==> config.mk <==
export PLATFORM = sky130hd
export DESIGN_NAME = bcd_serial_alu
export DESIGN_NICKNAME = d
export VERILOG_FILES = /design/src/rtl/bcd_alu_pkg.sv /design/src/rtl/bcd_digit_addsub.sv /design/src/rtl/bcd_serial_alu.sv
export SDC_FILE = /design/constraint.sdc
export NUM_CORES = 1
export LEC_CHECK = 0
export CORE_AREA = 2 2 113 137
export DETAILED_ROUTE_END_ITERATION = 8
export DIE_AREA = 0 0 115 139
export PLACE_DENSITY = 0.68
export SLEW_MARGIN = 20
export SYNTH_ARGS = -nofsm -noshare
export SYNTH_HDL_FRONTEND = slang
export SYNTH_SLANG_ARGS = --single-unit
==> constraint.sdc <==
create_clock -name clk -period 5 [get_ports clk]
set_input_delay 0.5 -clock clk [delete_from_list [all_inputs] [get_ports clk]]
set_output_delay 0.5 -clock clk [all_outputs]
set_load 0.05 [all_outputs]
==> src/rtl/bcd_alu_pkg.sv <==
// Shared types and constants for the digit-serial signed-magnitude BCD adder/subtractor.
package bcd_alu_pkg;

  localparam int unsigned DigitW = 4;

  localparam logic OpAdd = 1'b0;
  localparam logic OpSub = 1'b1;

  typedef enum logic [2:0] {
    StIdle,
    StCheck,
    StPass1,
    StPass2,
    StFin
  } state_e;

  function automatic logic digit_invalid(input logic [DigitW-1:0] d);
    return d > 4'd9;
  endfunction

endpackage

==> src/rtl/bcd_digit_addsub.sv <==
// One BCD digit of add (a+b+cin) or subtract (a-b-bin); carry/borrow out on cout_o.
module bcd_digit_addsub
  import bcd_alu_pkg::*;
(
  input  logic [DigitW-1:0] a_i,
  input  logic [DigitW-1:0] b_i,
  input  logic              cin_i,
  input  logic              sub_i,
  output logic [DigitW-1:0] s_o,
  output logic              cout_o
);

  logic [DigitW:0] sum;
  logic [DigitW:0] subtrahend;
  logic [DigitW:0] a_ext;

  always_comb begin
    a_ext      = {1'b0, a_i};
    sum        = a_ext + {1'b0, b_i} + {{DigitW{1'b0}}, cin_i};
    subtrahend = {1'b0, b_i} + {{DigitW{1'b0}}, cin_i};
    s_o        = '0;
    cout_o     = 1'b0;
    if (!sub_i) begin
      if (sum > 5'd9) begin
        s_o    = DigitW'(sum + 5'd6);
        cout_o = 1'b1;
      end else begin
        s_o = sum[DigitW-1:0];
      end
    end else begin
      if (a_ext >= subtrahend) begin
        s_o = DigitW'(a_ext - subtrahend);
      end else begin
        s_o    = DigitW'(a_ext + 5'd10 - subtrahend);
        cout_o = 1'b1;
      end
    end
  end

endmodule

==> src/rtl/bcd_serial_alu.sv <==
// Signed-magnitude BCD add/subtract, one digit per cycle; a second pass takes the ten's
// complement when the first-pass difference borrows out.
module bcd_serial_alu
  import bcd_alu_pkg::*;
#(
  parameter int unsigned DIGITS = 8
) (
  input  logic                     clk,
  input  logic                     rst,
  input  logic                     start,
  input  logic [DigitW*DIGITS-1:0] A,
  input  logic [DigitW*DIGITS-1:0] B,
  input  logic                     S_a,
  input  logic                     S_b,
  input  logic                     OP,
  output logic                     busy,
  output logic                     done,
  output logic [DigitW*DIGITS-1:0] S,
  output logic                     Flag_S,
  output logic                     Flag_OV,
  output logic                     Flag_INV
);

  localparam int unsigned W    = DigitW * DIGITS;
  localparam int unsigned CntW = $clog2(DIGITS);

  state_e            state_q, state_d;
  logic [W-1:0]      a_q, a_d, b_q, b_d, r_q, r_d, s_q, s_d;
  logic [CntW-1:0]   cnt_q, cnt_d;
  logic              cy_q, cy_d, sa_q, sa_d, eff_sub_q, eff_sub_d;
  logic              fs_q, fs_d, fov_q, fov_d, finv_q, finv_d;

  logic [DigitW-1:0] dig_a, dig_b, dig_s;
  logic              dig_sub, dig_co, last, any_invalid;
  logic [W-1:0]      r_next;

  // PASS2 reuses the same digit cell as 0 - R.
  assign dig_a   = (state_q == StPass2) ? '0 : a_q[DigitW-1:0];
  assign dig_b   = (state_q == StPass2) ? r_q[DigitW-1:0] : b_q[DigitW-1:0];
  assign dig_sub = (state_q == StPass2) ? 1'b1 : eff_sub_q;

  bcd_digit_addsub u_digit (
    .a_i    (dig_a),
    .b_i    (dig_b),
    .cin_i  (cy_q),
    .sub_i  (dig_sub),
    .s_o    (dig_s),
    .cout_o (dig_co)
  );

  assign r_next = {dig_s, r_q[W-1:DigitW]};
  assign last   = (cnt_q == CntW'(DIGITS - 1));

  always_comb begin
    any_invalid = 1'b0;
    for (int i = 0; i < DIGITS; i++) begin
      if (digit_invalid(a_q[DigitW*i +: DigitW]) || digit_invalid(b_q[DigitW*i +: DigitW])) begin
        any_invalid = 1'b1;
      end
    end
  end

  always_comb begin
    state_d   = state_q;
    a_d       = a_q;
    b_d       = b_q;
    r_d       = r_q;
    cnt_d     = cnt_q;
    cy_d      = cy_q;
    sa_d      = sa_q;
    eff_sub_d = eff_sub_q;
    s_d       = s_q;
    fs_d      = fs_q;
    fov_d     = fov_q;
    finv_d    = finv_q;
    unique case (state_q)
      StIdle: begin
        if (start) begin
          state_d   = StCheck;
          a_d       = A;
          b_d       = B;
          sa_d      = S_a;
          eff_sub_d = (OP == OpSub) ^ S_a ^ S_b;
        end
      end
      StCheck: begin
        cnt_d = '0;
        cy_d  = 1'b0;
        if (any_invalid) begin
          state_d = StFin;
          s_d     = '0;
          fs_d    = 1'b0;
          fov_d   = 1'b0;
          finv_d  = 1'b1;
        end else begin
          state_d = StPass1;
        end
      end
      StPass1: begin
        a_d   = a_q >> DigitW;
        b_d   = b_q >> DigitW;
        r_d   = r_next;
        cy_d  = dig_co;
        cnt_d = cnt_q + CntW'(1);
        if (last) begin
          cnt_d = '0;
          cy_d  = 1'b0;
          if (eff_sub_q && dig_co) begin
            state_d = StPass2;
          end else begin
            state_d = StFin;
            s_d     = r_next;
            fs_d    = sa_q & (r_next != '0);
            fov_d   = ~eff_sub_q & dig_co;
            finv_d  = 1'b0;
          end
        end
      end
      StPass2: begin
        r_d   = r_next;
        cy_d  = dig_co;
        cnt_d = cnt_q + CntW'(1);
        if (last) begin
          state_d = StFin;
          s_d     = r_next;
          fs_d    = ~sa_q & (r_next != '0);
          fov_d   = 1'b0;
          finv_d  = 1'b0;
        end
      end
      StFin:   state_d = StIdle;
      default: state_d = StIdle;
    endcase
  end

  always_ff @(posedge clk) begin
    if (rst) begin
      state_q   <= StIdle;
      a_q       <= '0;
      b_q       <= '0;
      r_q       <= '0;
      cnt_q     <= '0;
      cy_q      <= 1'b0;
      sa_q      <= 1'b0;
      eff_sub_q <= 1'b0;
      s_q       <= '0;
      fs_q      <= 1'b0;
      fov_q     <= 1'b0;
      finv_q    <= 1'b0;
    end else begin
      state_q   <= state_d;
      a_q       <= a_d;
      b_q       <= b_d;
      r_q       <= r_d;
      cnt_q     <= cnt_d;
      cy_q      <= cy_d;
      sa_q      <= sa_d;
      eff_sub_q <= eff_sub_d;
      s_q       <= s_d;
      fs_q      <= fs_d;
      fov_q     <= fov_d;
      finv_q    <= finv_d;
    end
  end

  assign busy     = (state_q != StIdle) && (state_q != StFin);
  assign done     = (state_q == StFin);
  assign S        = s_q;
  assign Flag_S   = fs_q;
  assign Flag_OV  = fov_q;
  assign Flag_INV = finv_q;

endmodule
[After elaboration in Yosys (flattened, before gate mapping)]
Cells that the tools add are included.
Word-level totals
  bits in registers: 140
  bits of input ports: 70
  output and inout port bits: 37
  logic and storage cells: 125
Operators by class
  add/sub/neg operators: 8
  order comparisons: 18
  eq/ne operators: 11
  multiplexer cells: 49
  bitwise operators: 7
  reduce and logical (&&, ||, !) cells: 20
Operator list (count)
  $mux 32: 6
  $pmux 32 s2: 2
  $pmux 32 s3: 1
  $gt 4x4->1 const B: 16
  $reduce_bool 32->1: 1
  $mux 1: 23
  $mux 4: 5
  $mux 3: 6
  $pmux 1 s3: 4
  $pmux 3 s4: 1
  $ne 2x2->1 const B: 5
  $pmux 3 s3: 1
  $logic_or 1x1->1: 8
  $sub 4x4->4: 2
  $eq 3x2->1 const B: 2
  $eq 3x3->1 const B: 2
  $reduce_bool 3->1: 2
  $add 4x1->5: 1
  $add 4x4->5: 1
  $add 5x1->5: 1
  $ge 4x5->1: 1
  $gt 5x4->1 const B: 1
  $reduce_and 5->1: 1
  $add 4x3->4 const B: 1
  13 further kinds: 19

[Longest topological paths before layout]
  depth after elaboration: 12
  gate-level depth with buffers: 18

[Cells and area by module]
From an unflattened synthesis, not the netlist that was laid out.
Unflattened totals
  cell total of the unflattened synthesis: 910
  area, all modules: 7384.6 µm²
By module, submodules not included
  bcd_serial_alu: instances 1, cells an instance 825, area an instance 6702.7 µm²
  bcd_digit_addsub: instances 1, cells an instance 85, area an instance 681.9 µm²

[Worst setup path after synthesis]
No wires, ideal clock.
  path kind: register to register
  start point: reg state_q[2]
  end point: reg cy_q
  library setup time: 0.070 ns
  arrival: 3.728 ns
  required time: 4.930 ns
  path slack: 1.202 ns
  cell stages (with the launch flop): 19
  path buffers: 3
  cells stage by stage: dfxtp_1 > clkbuf_1 > nor2b_1 > clkbuf_1 > buf_1 > nand2_1 > nand2_1 > fa_1 > fa_1 > xnor2_1 > inv_1 > ha_1 > nand2_1 > o21ai_0 > o311a_1 > or3_2 > a21oi_1 > o21ai_0 > a21oi_1
Between the ends
  cells in the longest elaborated chain, start to end: 9
Ends and longest elaborated chain
  from (decl): line bcd_serial_alu.sv:27  | state_e state_q, state_d;
  from (signal assigned): line bcd_serial_alu.sv:138  | state_q <= StIdle;
  from (signal assigned): line bcd_serial_alu.sv:151  | state_q <= state_d;
  $eq 3x2->1
  $mux 4, on equally long branches: line bcd_serial_alu.sv:38, bcd_serial_alu.sv:39
  $add 4x4->5: line bcd_digit_addsub.sv:19  | sum = a_ext + {1'b0, b_i} + {{DigitW{1'b0}}, cin_i};
  $add 5x1->5: line bcd_digit_addsub.sv:19
  $gt 5x4->1: line bcd_digit_addsub.sv:24  | if (sum > 5'd9) begin
  $mux 1: line bcd_digit_addsub.sv:24
  $mux 1: line bcd_digit_addsub.sv:23  | if (!sub_i) begin
  $mux 1: line bcd_serial_alu.sv:105  | if (last) begin
  $pmux 1 s3: line bcd_serial_alu.sv:76  | unique case (state_q)
  to (signal assigned): line bcd_serial_alu.sv:156  | cy_q <= cy_d;
  to (decl): line bcd_serial_alu.sv:30  | logic cy_q, cy_d, sa_q, sa_d, eff_sub_q, eff_sub_d;
Several ways; a longest one is shown, not always the timed one.
A chain may end at the register's enable or synchronous reset.

[Worst setup path in the final report]
  start point: reg state_q[0]
  end point: reg finv_q (netlist: Flag_INV)
Between the ends
  cells in the longest elaborated chain, start to end: 10
Ends and longest elaborated chain
  $eq 3x2->1
  $mux 4, on equally long branches: line bcd_serial_alu.sv:38, bcd_serial_alu.sv:39
  $add 4x4->5: line bcd_digit_addsub.sv:19
  $add 5x1->5: line bcd_digit_addsub.sv:19
  $gt 5x4->1: line bcd_digit_addsub.sv:24
  $mux 1: line bcd_digit_addsub.sv:24
  $mux 1: line bcd_digit_addsub.sv:23
  $logic_and 1x1->1: line bcd_serial_alu.sv:108  | if (eff_sub_q && dig_co) begin
  $ne 2x2->1 (no line)
  $reduce_and 5->1 (no line)
  to (signal assigned): line bcd_serial_alu.sv:162  | finv_q <= finv_d;
  to (decl): line bcd_serial_alu.sv:31  | logic fs_q, fs_d, fov_q, fov_d, finv_q, finv_d;
Several ways; a longest one is shown, not always the timed one.

==> results.md <==
* Number of vias in the routed layout at 5806
* DR DRC count at 0
* Inst Count DP at 1053
* Hold path cells at 2
* Syn Std Cell Area at 6520 um2
* Max stage delay on crit path at 0.51 ns
* Cell depth of the worst setup path at 13
* 1st-pass router iterations at 4
* Layout cells sized above 1 at 9.49%
* Reg2Reg Depth at 13
* WL/cell at 14.3 um
* Clock power share at 28.8%
* Crit Path Class: flop to flop
* Avg Inst Size Synth at 7.92 um2
* RSZ-0062 raised after global routing: false
* Endpoints failing setup at 0
* Setup repair bufs after CTS at 0
* Sequential share of power at 33.7%
* Antenna cells at 0
* Switching Fraction at 37.5%
* EDFF count, synth at 0
* Max VDD drop at 0.250 mV
* Worst Setup SP: state_q[0]
* First-pass GRT wire length at 25600 um
* Die X-Extent at 115 um
* Htree depth at 4
* Fin. Hold Viols at 0
* CP Cell Sequence: and3b_1 -> mux2_2 -> ha_1 -> ha_1 -> ha_1 -> and2b_1 -> o31a_1 -> o21ai_4 -> a21oi_4 -> o21bai_4 -> buf_12 -> mux2i_1 -> nor2_1
* Area share of the largest cell type after synthesis at 43.0%
* Clock sinks at 140
* Total die area at 16000 um2
* I/O pins at 107
* Synth Warn # at 0
* Post-Route WL at 15500 um
* WP buf/inv at 1
* Yosys cell types at 59
* Tmin final at 4.22 ns
* Clock transition at path regs at 0.06 ns
* Nets at 982
* Largest net degree at the start of global routing at 115
* Post-synth top flop: dfxtp_1
* Core area at 14700 um2
* Relative slew margins at 35.1%
* Status: completed
* Most Crowded Layer GR: met2
* Crit end category: flop
* Initial Util at 44.3%
* #FFs+latches synth at 140
* Count leader, synth: nand2_1
* Critical path arrival at 4.50 ns
* Vias in the first global route at 5311
* Max-Cap Viols at 0
* Die height at 139 um
* Slew @ Worst Pin at 0.971 ns
* Yosys top cell by area: dfxtp_1
* CP max-delay cell: o21bai_4
* Post-route ant nets at 0
* TNS Setup at 0 ns
* CTS tree: yes
* Cts bufs inserted at 17
* Pint at 0.00278 W
* GRT Util Overall at 20.0%
* Met2 usage at 31.5%
* Fmax at 237 MHz
* Crit-path leading delay family: compound AO/OA/AOI/OAI gates
* Worst-skew pair later-pin latency at 0.43 ns
* Synth cell count leaders: 234 x nand2_1, 140 x dfxtp_1, 77 x a21oi_1
* Routing usage on met1 at 25.9%
* Hold_buf cts at 0
* Area delta synth->final at 25.6%
* Fin crit share at 84.4%
* Post-Syn Instances at 823
* Comb power frac at 37.5%
* Net Switching at 0.00167 W
* Total grt overflow at 0
* Post-cts resize count at 0
* Detail Placement HPWL at 10500 um
* Leakage at 3.00 nW
* Post-Syn Nets at 911
* Crit path top cell by count: ha_1
* Critical path fanouts, max at 41
* 1st-iter DRT viols at 398
* Async SR Flop Fraction at 0%
* PortBufs at 106
* CTS Root Cell: clkbuf_16
* Required time of the critical path at 5.28 ns
* Post-Layout Cell Count at 1084
* Via density at 5.36
* Worst-case clock skew at 0.0123 ns
* Top cells by area, synth: dfxtp_1 43%, nand2_1 13%, a311oi_1 7.7%, a21oi_1 5.9%, nor2_1 4.1%
* Clock tree buffer depth at 2
* Core Rows at 49
* Worst min path class: flop to flop
* Fin. max-slew vios at 0
* Routability cong. at 0.838
* Power per cell area at 543 nW/um2
* Worst hold start: S[21]
* Met3 usage at 4.76%
* Worst r2r src: state_q[0]
* Initial antenna violation count at 0
* Seq/Total Area, Yosys at 43.0%
* Crit path launch type: flop
==> final cells by class <==
type	instances	area [um2]
Multi-Input combinational cell	608	3400
Sequential cell	140	2800
Clock inverter	10	139
Inverter	15	56.3
Clock buffer	21	450
Fill cell	1410	6530
Tap cell	178	223
Timing Repair Buffer	112	1120
==> worst min-delay path: cells and delay by family (launching register included) <==
family | cells | cell delay, ns
AO/OA/AOI/OAI | 1 | 0.05
flip-flops | 1 | 0.31
AND/OR/NAND/NOR | 1 | 0.05
==> cell usage in the layout, fill, tap and decap left out, drive strengths merged, types with 6 or more instances in the layout <==
cell type and n:
nand4 9, clkbuf 21, ha 14, clkdlybuf4s50 105, nand2 234, buf 7
o21ai 22, a311oi 57, dfxtp 140, nor4 6, nor3 6, or3 6
or2 32, inv 17, a21oi 78, xnor2 6, nor2 72
==> worst paths after layout <==
check | slack [ns] | to
worst max register to register | 0.78 | Flag_INV
worst min register to register | 0.45 | S[21]
worst min-delay path | 0.45 | S[21]
worst max-delay path | 0.78 | Flag_INV
==> routing by layer <==
layer | up-vias | share of wire, %
met5 | - | 0
met4 | 0 | 2.4
met3 | 28 | 4.6
met2 | 148 | 48
met1 | 2659 | 45
li1 | 2971 | -
==> power groups by stage <==
stage                     registers (W)  clock network (W)  logic, W
after floorplan                 0.00148                  0   0.00132
after global placement          0.00152                  0   0.00165
after detailed placement        0.00152                  0   0.00167
after CTS                       0.00150            0.00129   0.00168
after global routing            0.00153            0.00135   0.00186
final                           0.00150            0.00128   0.00167
==> state kept, by name, indices dropped and copies added, names as in the netlist, 3 cells and up <==
signal / cells
S: 32
a_q: 32
b_q: 32
cnt_q: 3
r_q: 32
state_q: 3
==> through the flow <==
step	cell area [um2]	hold WS [ns]	power, W	utilization [%]	setup WS [ns]
finish	8190	0.450	0.00445	55.6	0.782
CTS	8180	0.454	0.00448	55.6	0.778
floorplan	6520	0.433	0.00280	-	1.20
detailed placement	7590	0.446	0.00319	51.6	0.807
global placement	7590	0.441	0.00317	51.6	0.913
global route	8190	0.478	0.00474	55.6	0.540
==> cell families after synthesis <==
kind of cell             Yosys count  synth area share [%]
multiplexers                      10                  1.69
AND/OR/NAND/NOR                  390                  26.0
flip-flops                       140                  43.0
buffers and inverters             75                  5.24
AO/OA/AOI/OAI                    179                  18.7
adder cells (fa/ha/maj)           18                  3.92
XOR/XNOR                          11                  1.48
Power figures use the tool's default switching activity.
